[src/rtl/sram_port_pkg.sv]
// Shared types and widths for the SRAM port responder and its wait counter.
package sram_port_pkg;

  localparam int unsigned SRAM_AW = 20;
  localparam int unsigned SRAM_DW = 32;
  localparam int unsigned SRAM_BW = 4;
  localparam int unsigned CNT_W   = 4;

  typedef enum logic [2:0] {
    StIdle    = 3'd0,
    StRd      = 3'd1,
    StWrSetup = 3'd2,
    StWrPulse = 3'd3,
    StWrHold  = 3'd4
  } state_e;

endpackage

[src/rtl/sram_wait_cnt.sv]
// Loadable down-counter timing each phase of an SRAM access; saturates at zero.
module sram_wait_cnt
  import sram_port_pkg::*;
(
  input  logic             clk,
  input  logic             rst,
  input  logic             load_i,
  input  logic [CNT_W-1:0] load_val_i,
  input  logic             dec_i,
  output logic             zero_o
);

  logic [CNT_W-1:0] cnt_q, cnt_d;

  always_comb begin
    cnt_d = cnt_q;
    if (load_i) begin
      cnt_d = load_val_i;
    end else if (dec_i && (cnt_q != '0)) begin
      cnt_d = cnt_q - 1'b1;
    end
  end

  always_ff @(posedge clk or posedge rst) begin
    if (rst) begin
      cnt_q <= '0;
    end else begin
      cnt_q <= cnt_d;
    end
  end

  assign zero_o = (cnt_q == '0);

endmodule

[src/rtl/sram_port_ctrl.sv]
// Responder for one arbiter SRAM port: runs timed reads/writes on an async 1M x 32 SRAM.
// Every chip-facing output comes straight from a flop.
module sram_port_ctrl
  import sram_port_pkg::*;
#(
  parameter int unsigned READ_CYCLES = 2,
  parameter int unsigned WR_SETUP    = 1,
  parameter int unsigned WR_PULSE    = 1,
  parameter int unsigned WR_HOLD     = 1
) (
  input  logic               clk,
  input  logic               rst,
  input  logic               read_ce_i,
  input  logic               write_ce_i,
  input  logic [SRAM_AW-1:0] addr_i,
  input  logic [SRAM_DW-1:0] wdata_i,
  input  logic [SRAM_BW-1:0] be_n_i,
  output logic [SRAM_DW-1:0] rdata_o,
  output logic               busy_o,
  output logic               done_o,
  output logic [SRAM_AW-1:0] sram_addr_o,
  output logic [SRAM_DW-1:0] sram_dout_o,
  input  logic [SRAM_DW-1:0] sram_din_i,
  output logic               sram_doe_o,
  output logic               sram_ce_n_o,
  output logic               sram_oe_n_o,
  output logic               sram_we_n_o,
  output logic [SRAM_BW-1:0] sram_be_n_o
);

  localparam logic [CNT_W-1:0] RdLoad = CNT_W'(READ_CYCLES - 1);
  localparam logic [CNT_W-1:0] WsLoad = CNT_W'(WR_SETUP - 1);
  localparam logic [CNT_W-1:0] WpLoad = CNT_W'(WR_PULSE - 1);
  localparam logic [CNT_W-1:0] WhLoad = CNT_W'(WR_HOLD - 1);

  state_e             state_q, state_d;
  logic [SRAM_AW-1:0] addr_q, addr_d;
  logic [SRAM_DW-1:0] dout_q, dout_d;
  logic [SRAM_DW-1:0] rdata_q, rdata_d;
  logic [SRAM_BW-1:0] be_n_q, be_n_d;
  logic               ce_n_q, ce_n_d;
  logic               oe_n_q, oe_n_d;
  logic               we_n_q, we_n_d;
  logic               doe_q, doe_d;
  logic               done_q, done_d;

  logic               cnt_load;
  logic [CNT_W-1:0]   cnt_load_val;
  logic               cnt_dec;
  logic               cnt_zero;

  sram_wait_cnt u_wait_cnt (
    .clk        (clk),
    .rst        (rst),
    .load_i     (cnt_load),
    .load_val_i (cnt_load_val),
    .dec_i      (cnt_dec),
    .zero_o     (cnt_zero)
  );

  always_comb begin
    state_d      = state_q;
    addr_d       = addr_q;
    dout_d       = dout_q;
    rdata_d      = rdata_q;
    be_n_d       = be_n_q;
    ce_n_d       = ce_n_q;
    oe_n_d       = oe_n_q;
    we_n_d       = we_n_q;
    doe_d        = doe_q;
    done_d       = 1'b0;
    cnt_load     = 1'b0;
    cnt_load_val = '0;
    cnt_dec      = 1'b0;

    unique case (state_q)
      StIdle: begin
        // Write takes priority when both requests are raised together.
        if (write_ce_i) begin
          state_d      = StWrSetup;
          addr_d       = addr_i;
          dout_d       = wdata_i;
          be_n_d       = be_n_i;
          ce_n_d       = 1'b0;
          doe_d        = 1'b1;
          cnt_load     = 1'b1;
          cnt_load_val = WsLoad;
        end else if (read_ce_i) begin
          state_d      = StRd;
          addr_d       = addr_i;
          be_n_d       = '0;
          ce_n_d       = 1'b0;
          oe_n_d       = 1'b0;
          doe_d        = 1'b0;
          cnt_load     = 1'b1;
          cnt_load_val = RdLoad;
        end
      end
      StRd: begin
        if (cnt_zero) begin
          rdata_d = sram_din_i;
          done_d  = 1'b1;
          ce_n_d  = 1'b1;
          oe_n_d  = 1'b1;
          be_n_d  = '1;
          state_d = StIdle;
        end else begin
          cnt_dec = 1'b1;
        end
      end
      StWrSetup: begin
        if (cnt_zero) begin
          we_n_d       = 1'b0;
          state_d      = StWrPulse;
          cnt_load     = 1'b1;
          cnt_load_val = WpLoad;
        end else begin
          cnt_dec = 1'b1;
        end
      end
      StWrPulse: begin
        if (cnt_zero) begin
          we_n_d       = 1'b1;
          state_d      = StWrHold;
          cnt_load     = 1'b1;
          cnt_load_val = WhLoad;
        end else begin
          cnt_dec = 1'b1;
        end
      end
      StWrHold: begin
        if (cnt_zero) begin
          doe_d   = 1'b0;
          ce_n_d  = 1'b1;
          be_n_d  = '1;
          done_d  = 1'b1;
          state_d = StIdle;
        end else begin
          cnt_dec = 1'b1;
        end
      end
      default: state_d = StIdle;
    endcase
  end

  always_ff @(posedge clk or posedge rst) begin
    if (rst) begin
      state_q <= StIdle;
      addr_q  <= '0;
      dout_q  <= '0;
      rdata_q <= '0;
      be_n_q  <= '1;
      ce_n_q  <= 1'b1;
      oe_n_q  <= 1'b1;
      we_n_q  <= 1'b1;
      doe_q   <= 1'b0;
      done_q  <= 1'b0;
    end else begin
      state_q <= state_d;
      addr_q  <= addr_d;
      dout_q  <= dout_d;
      rdata_q <= rdata_d;
      be_n_q  <= be_n_d;
      ce_n_q  <= ce_n_d;
      oe_n_q  <= oe_n_d;
      we_n_q  <= we_n_d;
      doe_q   <= doe_d;
      done_q  <= done_d;
    end
  end

  assign busy_o      = (state_q != StIdle);
  assign done_o      = done_q;
  assign rdata_o     = rdata_q;
  assign sram_addr_o = addr_q;
  assign sram_dout_o = dout_q;
  assign sram_doe_o  = doe_q;
  assign sram_ce_n_o = ce_n_q;
  assign sram_oe_n_o = oe_n_q;
  assign sram_we_n_o = we_n_q;
  assign sram_be_n_o = be_n_q;

endmodule

[config.mk]
export PLATFORM = sky130hd
export DESIGN_NAME = sram_port_ctrl
export DESIGN_NICKNAME = d
export VERILOG_FILES = /design/src/rtl/sram_port_pkg.sv /design/src/rtl/sram_wait_cnt.sv /design/src/rtl/sram_port_ctrl.sv
export SDC_FILE = /design/constraint.sdc
export NUM_CORES = 1
export LEC_CHECK = 0
export ABC_CLOCK_PERIOD_IN_PS = 7220
export CAP_MARGIN = 15
export CORE_ASPECT_RATIO = 1.1
export CORE_MARGIN = 2
export CORE_UTILIZATION = 47
export CTS_BUF_LIST = sky130_fd_sc_hd__clkbuf_8
export CTS_CLUSTER_DIAMETER = 50
export DETAILED_ROUTE_END_ITERATION = 10
export PLACE_DENSITY = 0.87
export SLEW_MARGIN = 20
export SYNTH_ARGS = -nofsm -noshare
export SYNTH_HDL_FRONTEND = slang
export SYNTH_HIERARCHICAL = 1
export SYNTH_SLANG_ARGS = --single-unit
export TNS_END_PERCENT = 20
[constraint.sdc]
create_clock -name clk -period 7.22 [get_ports clk]
set_input_delay 1.444 -clock clk [delete_from_list [all_inputs] [get_ports clk]]
set_output_delay 1.444 -clock clk [all_outputs]
set_load 0.01 [all_outputs]
==> impl_metrics.yaml <==
yosys:
  muxShareOfSynthArea_pct: 24.8
  synth_most_common_cell: "dfrtp_1"
  synthSimpleGateAreaFrac_pct: 6.21
  syn_inst: 275
  netlist_top_cells_count: "93 x dfrtp_1, 54 x mux2_2, 25 x mux2_4"
  synth-adder-area-share_pct: 0.298
  synthXorXnorAreaFrac_pct: 0.209
  netlist_area_um2: 4190
  yosysSeqAreaShare_pct: 59.9
  yosysWarnings: 6
  synth_top_area_share_pct: 55.5
  synth_top_family_by_area: "multiplexers"
  synth_seq_cells: 100
  synth_compound_area_share_pct: 3.67
  synth.avg_cell_area_um2: 15.3
  synth_top_flop_cell: "dfrtp_1"
  synth_top_cell_by_area: "dfrtp_1"
  yosys-top-cells-area: "dfrtp_1 55%, mux2_2 14%, mux2_4 8.9%, dfstp_2 4.4%, buf_6 2.4%"
  ys_types: 44
  synth_edf_count: 0
  async_reset_ff_share_pct: 100
placement:
  gp_congestion: 0.854
  pre_cts_ws_ns: 3.67
  numPortBuffers: 185
  hpwl_um: 7190
sta:
  finalSetupTns_ns: 0
  relSlewSlack_pct: 38.9
  skew_ns: 0.0137
  hold_viol_final: 0
  final-setup-viol-count: 0
  min_period_ns: 3.19
  drv_slew: 0
  min_period_over_period_pct: 44.2
  rsz0062_at_grt: "false"
  tightestPinTransition_ns: 0.914
  layout_setup_ws_ns: 4.03
  timing.fmax_mhz: 313
worst_setup_path:
  cp-start-kind: "input pin"
  slowest_delay_ns: 0.74
  crit_required_ns: 7.45
  critical_path.cell_chain: "clkdlybuf4s50_1 -> inv_1 -> nor2_4 -> mux2_2"
  critPathKind: "input pin to flip-flop"
  arrival_ns: 3.42
  slowest_stage: "nor2_4"
  worstPathMaxFanout: 32
  end_kind: "flip-flop"
global_route:
  grt_max_degree: 53
  grt.total_usage_pct: 19.3
  antenna_found_initial: 0
  grt.overflow.total: 0
  grt_first_pass_wirelength_um: 14500
  grt_pass1_vias: 2955
clocking:
  post-cts-setup-buffers: 0
  htreeDepth: 3
  cts_resized: 0
  cts_root_buf: "clkbuf_8"
  cts_tree: "done"
  cts_buffers: 9
  hold_buffers: 0
  clockBufferDepth: 2
  cts.sinks: 100
  clk_pin_slew_ns: 0.09
  insertion_delay_ns: 0.35
die:
  die_h_um: 103
  start_util_pct: 47.7
  dieArea_um2: 9700
  ioPinCount: 186
  coreArea_um2: 8780
  row_count: 36
  die_width_um: 94.1
power_and_ir_drop:
  power_switching_w: 0.000782
  max-vdd-ir-drop_mv: 0.233
  pwr-share-comb_pct: 46.0
  p_per_area_nw_per_um2: 413
  p_leak_nw: 2.66
  intPower_w: 0.00181
  seq_power_share_pct: 38.5
  switching_share_pct: 30.2
  power_frac_clock_pct: 15.5
drt:
  drt_iter0_markers: 83
  viasPerCell: 4.95
  wl_per_cell_um: 16.5
  dr.pass1.iters: 4
  wl_um: 9540
  vias: 2865
  drc: 0
  ant_nets: 0
job:
  max_cap_violations: 0
final_layout:
  area_delta_synth_final_pct: 49.6
  layout-drive-gt1-share_pct: 24.3
  layout.nets: 553
  diodes: 0
min_path:
  hp-class: "flip-flop to flip-flop"
run_status:
  status: "complete, no violations"
## layout by cell type (no fill, tap or decap), drive strengths merged, types with 2 or more instances in the layout
master,instances
a21oi,6
clkbuf,11
mux2,84
dfstp,7
nor2b,3
clkdlybuf4s50,185
nor2,12
inv,9
a22oi,4
bufinv,2
o21ai,4
nand2b,2
nor3,3
and3,3
clkinv,2
nand2,11
dfrtp,93
conb,3
buf,2
## cell type report
type	instances	area (um2)
multi-input cells	154	1490
clock inverters	5	82.6
flip-flops and latches	100	2510
clock buffers	11	151
fillers	606	2510
repair buffers	187	1870
inverters	8	32.5
well taps	114	143
## flip-flops by register name (all words and copies together), names as in the netlist
name              flops
sram_we_n_o           1
sram_addr_o          20
sram_doe_o            1
sram_be_n_o           4
u_wait_cnt/cnt_q      4
done_o                1
sram_dout_o          32
sram_ce_n_o           1
sram_oe_n_o           1
rdata_o              32
state_q               3
## power groups by stage
stage / registers [W] / logic, W / clock network, W
after floorplan: 0.00109 / 0.000494 / 0
after global placement: 0.000992 / 0.00116 / 0
after detailed placement: 0.00101 / 0.00119 / 0
after CTS: 0.00100 / 0.00120 / 0.000412
after global routing: 0.00103 / 0.00127 / 0.000437
final: 0.000998 / 0.00119 / 0.000401
## worst max-delay path: cells and delay by family
family	cells	cell delay [ns]
buffers and inverters	2	0.81
AND/OR/NAND/NOR	1	0.74
multiplexers	1	0.42
## logic make-up after synthesis
group	after synthesis
AO/OA/AOI/OAI	23
buffers and inverters	23
adder cells (fa/ha/maj)	1
other	1
flip-flops	100
multiplexers	84
XOR/XNOR	1
AND/OR/NAND/NOR	42
## metrics by stage
| step | cell area, um2 | util, % | hold slack [ns] | total power, W | std cells |
|---|---|---|---|---|---|
| 2_1_floorplan | 4200 | - | 0.465 | 0.00159 | 277 |
| 3_3_place_gp | 6040 | 68.8 | 0.449 | 0.00216 | 563 |
| 3_5_place_dp | 6040 | 68.8 | 0.475 | 0.00221 | 563 |
| 4_1_cts | 6270 | 71.4 | 0.493 | 0.00261 | 579 |
| 5_1_grt | 6270 | 71.4 | 0.511 | 0.00274 | 579 |
| 6_report | 6270 | 71.4 | 0.495 | 0.00259 | 579 |
## metal layers
layer / up-vias / global-route usage [%] / wire length, um
li1: 1326 / - / -
met1: 1401 / 24.7 / 3870
met2: 120 / 31.0 / 4720
met3: 18 / 5.99 / 748
met4: 0 / 7.47 / 199
met5: - / 0 / 0
## worst paths after layout
kind	from	slack (ns)	end	cells after the start
setup / recovery	write_ce_i	4.03	sram_dout_o[10]	4
hold / removal	sram_dout_o[29]	0.49	sram_dout_o[29]	1
setup reg to reg	u_wait_cnt/cnt_q[0]	4.38	rdata_o[27]	7
hold reg to reg	sram_dout_o[29]	0.49	sram_dout_o[29]	1
max in group asynchronous	rst	4.63	sram_addr_o[5]	3
min in group asynchronous	rst	1.36	u_wait_cnt/cnt_q[2]	2
Power figures use the tool's default switching activity.
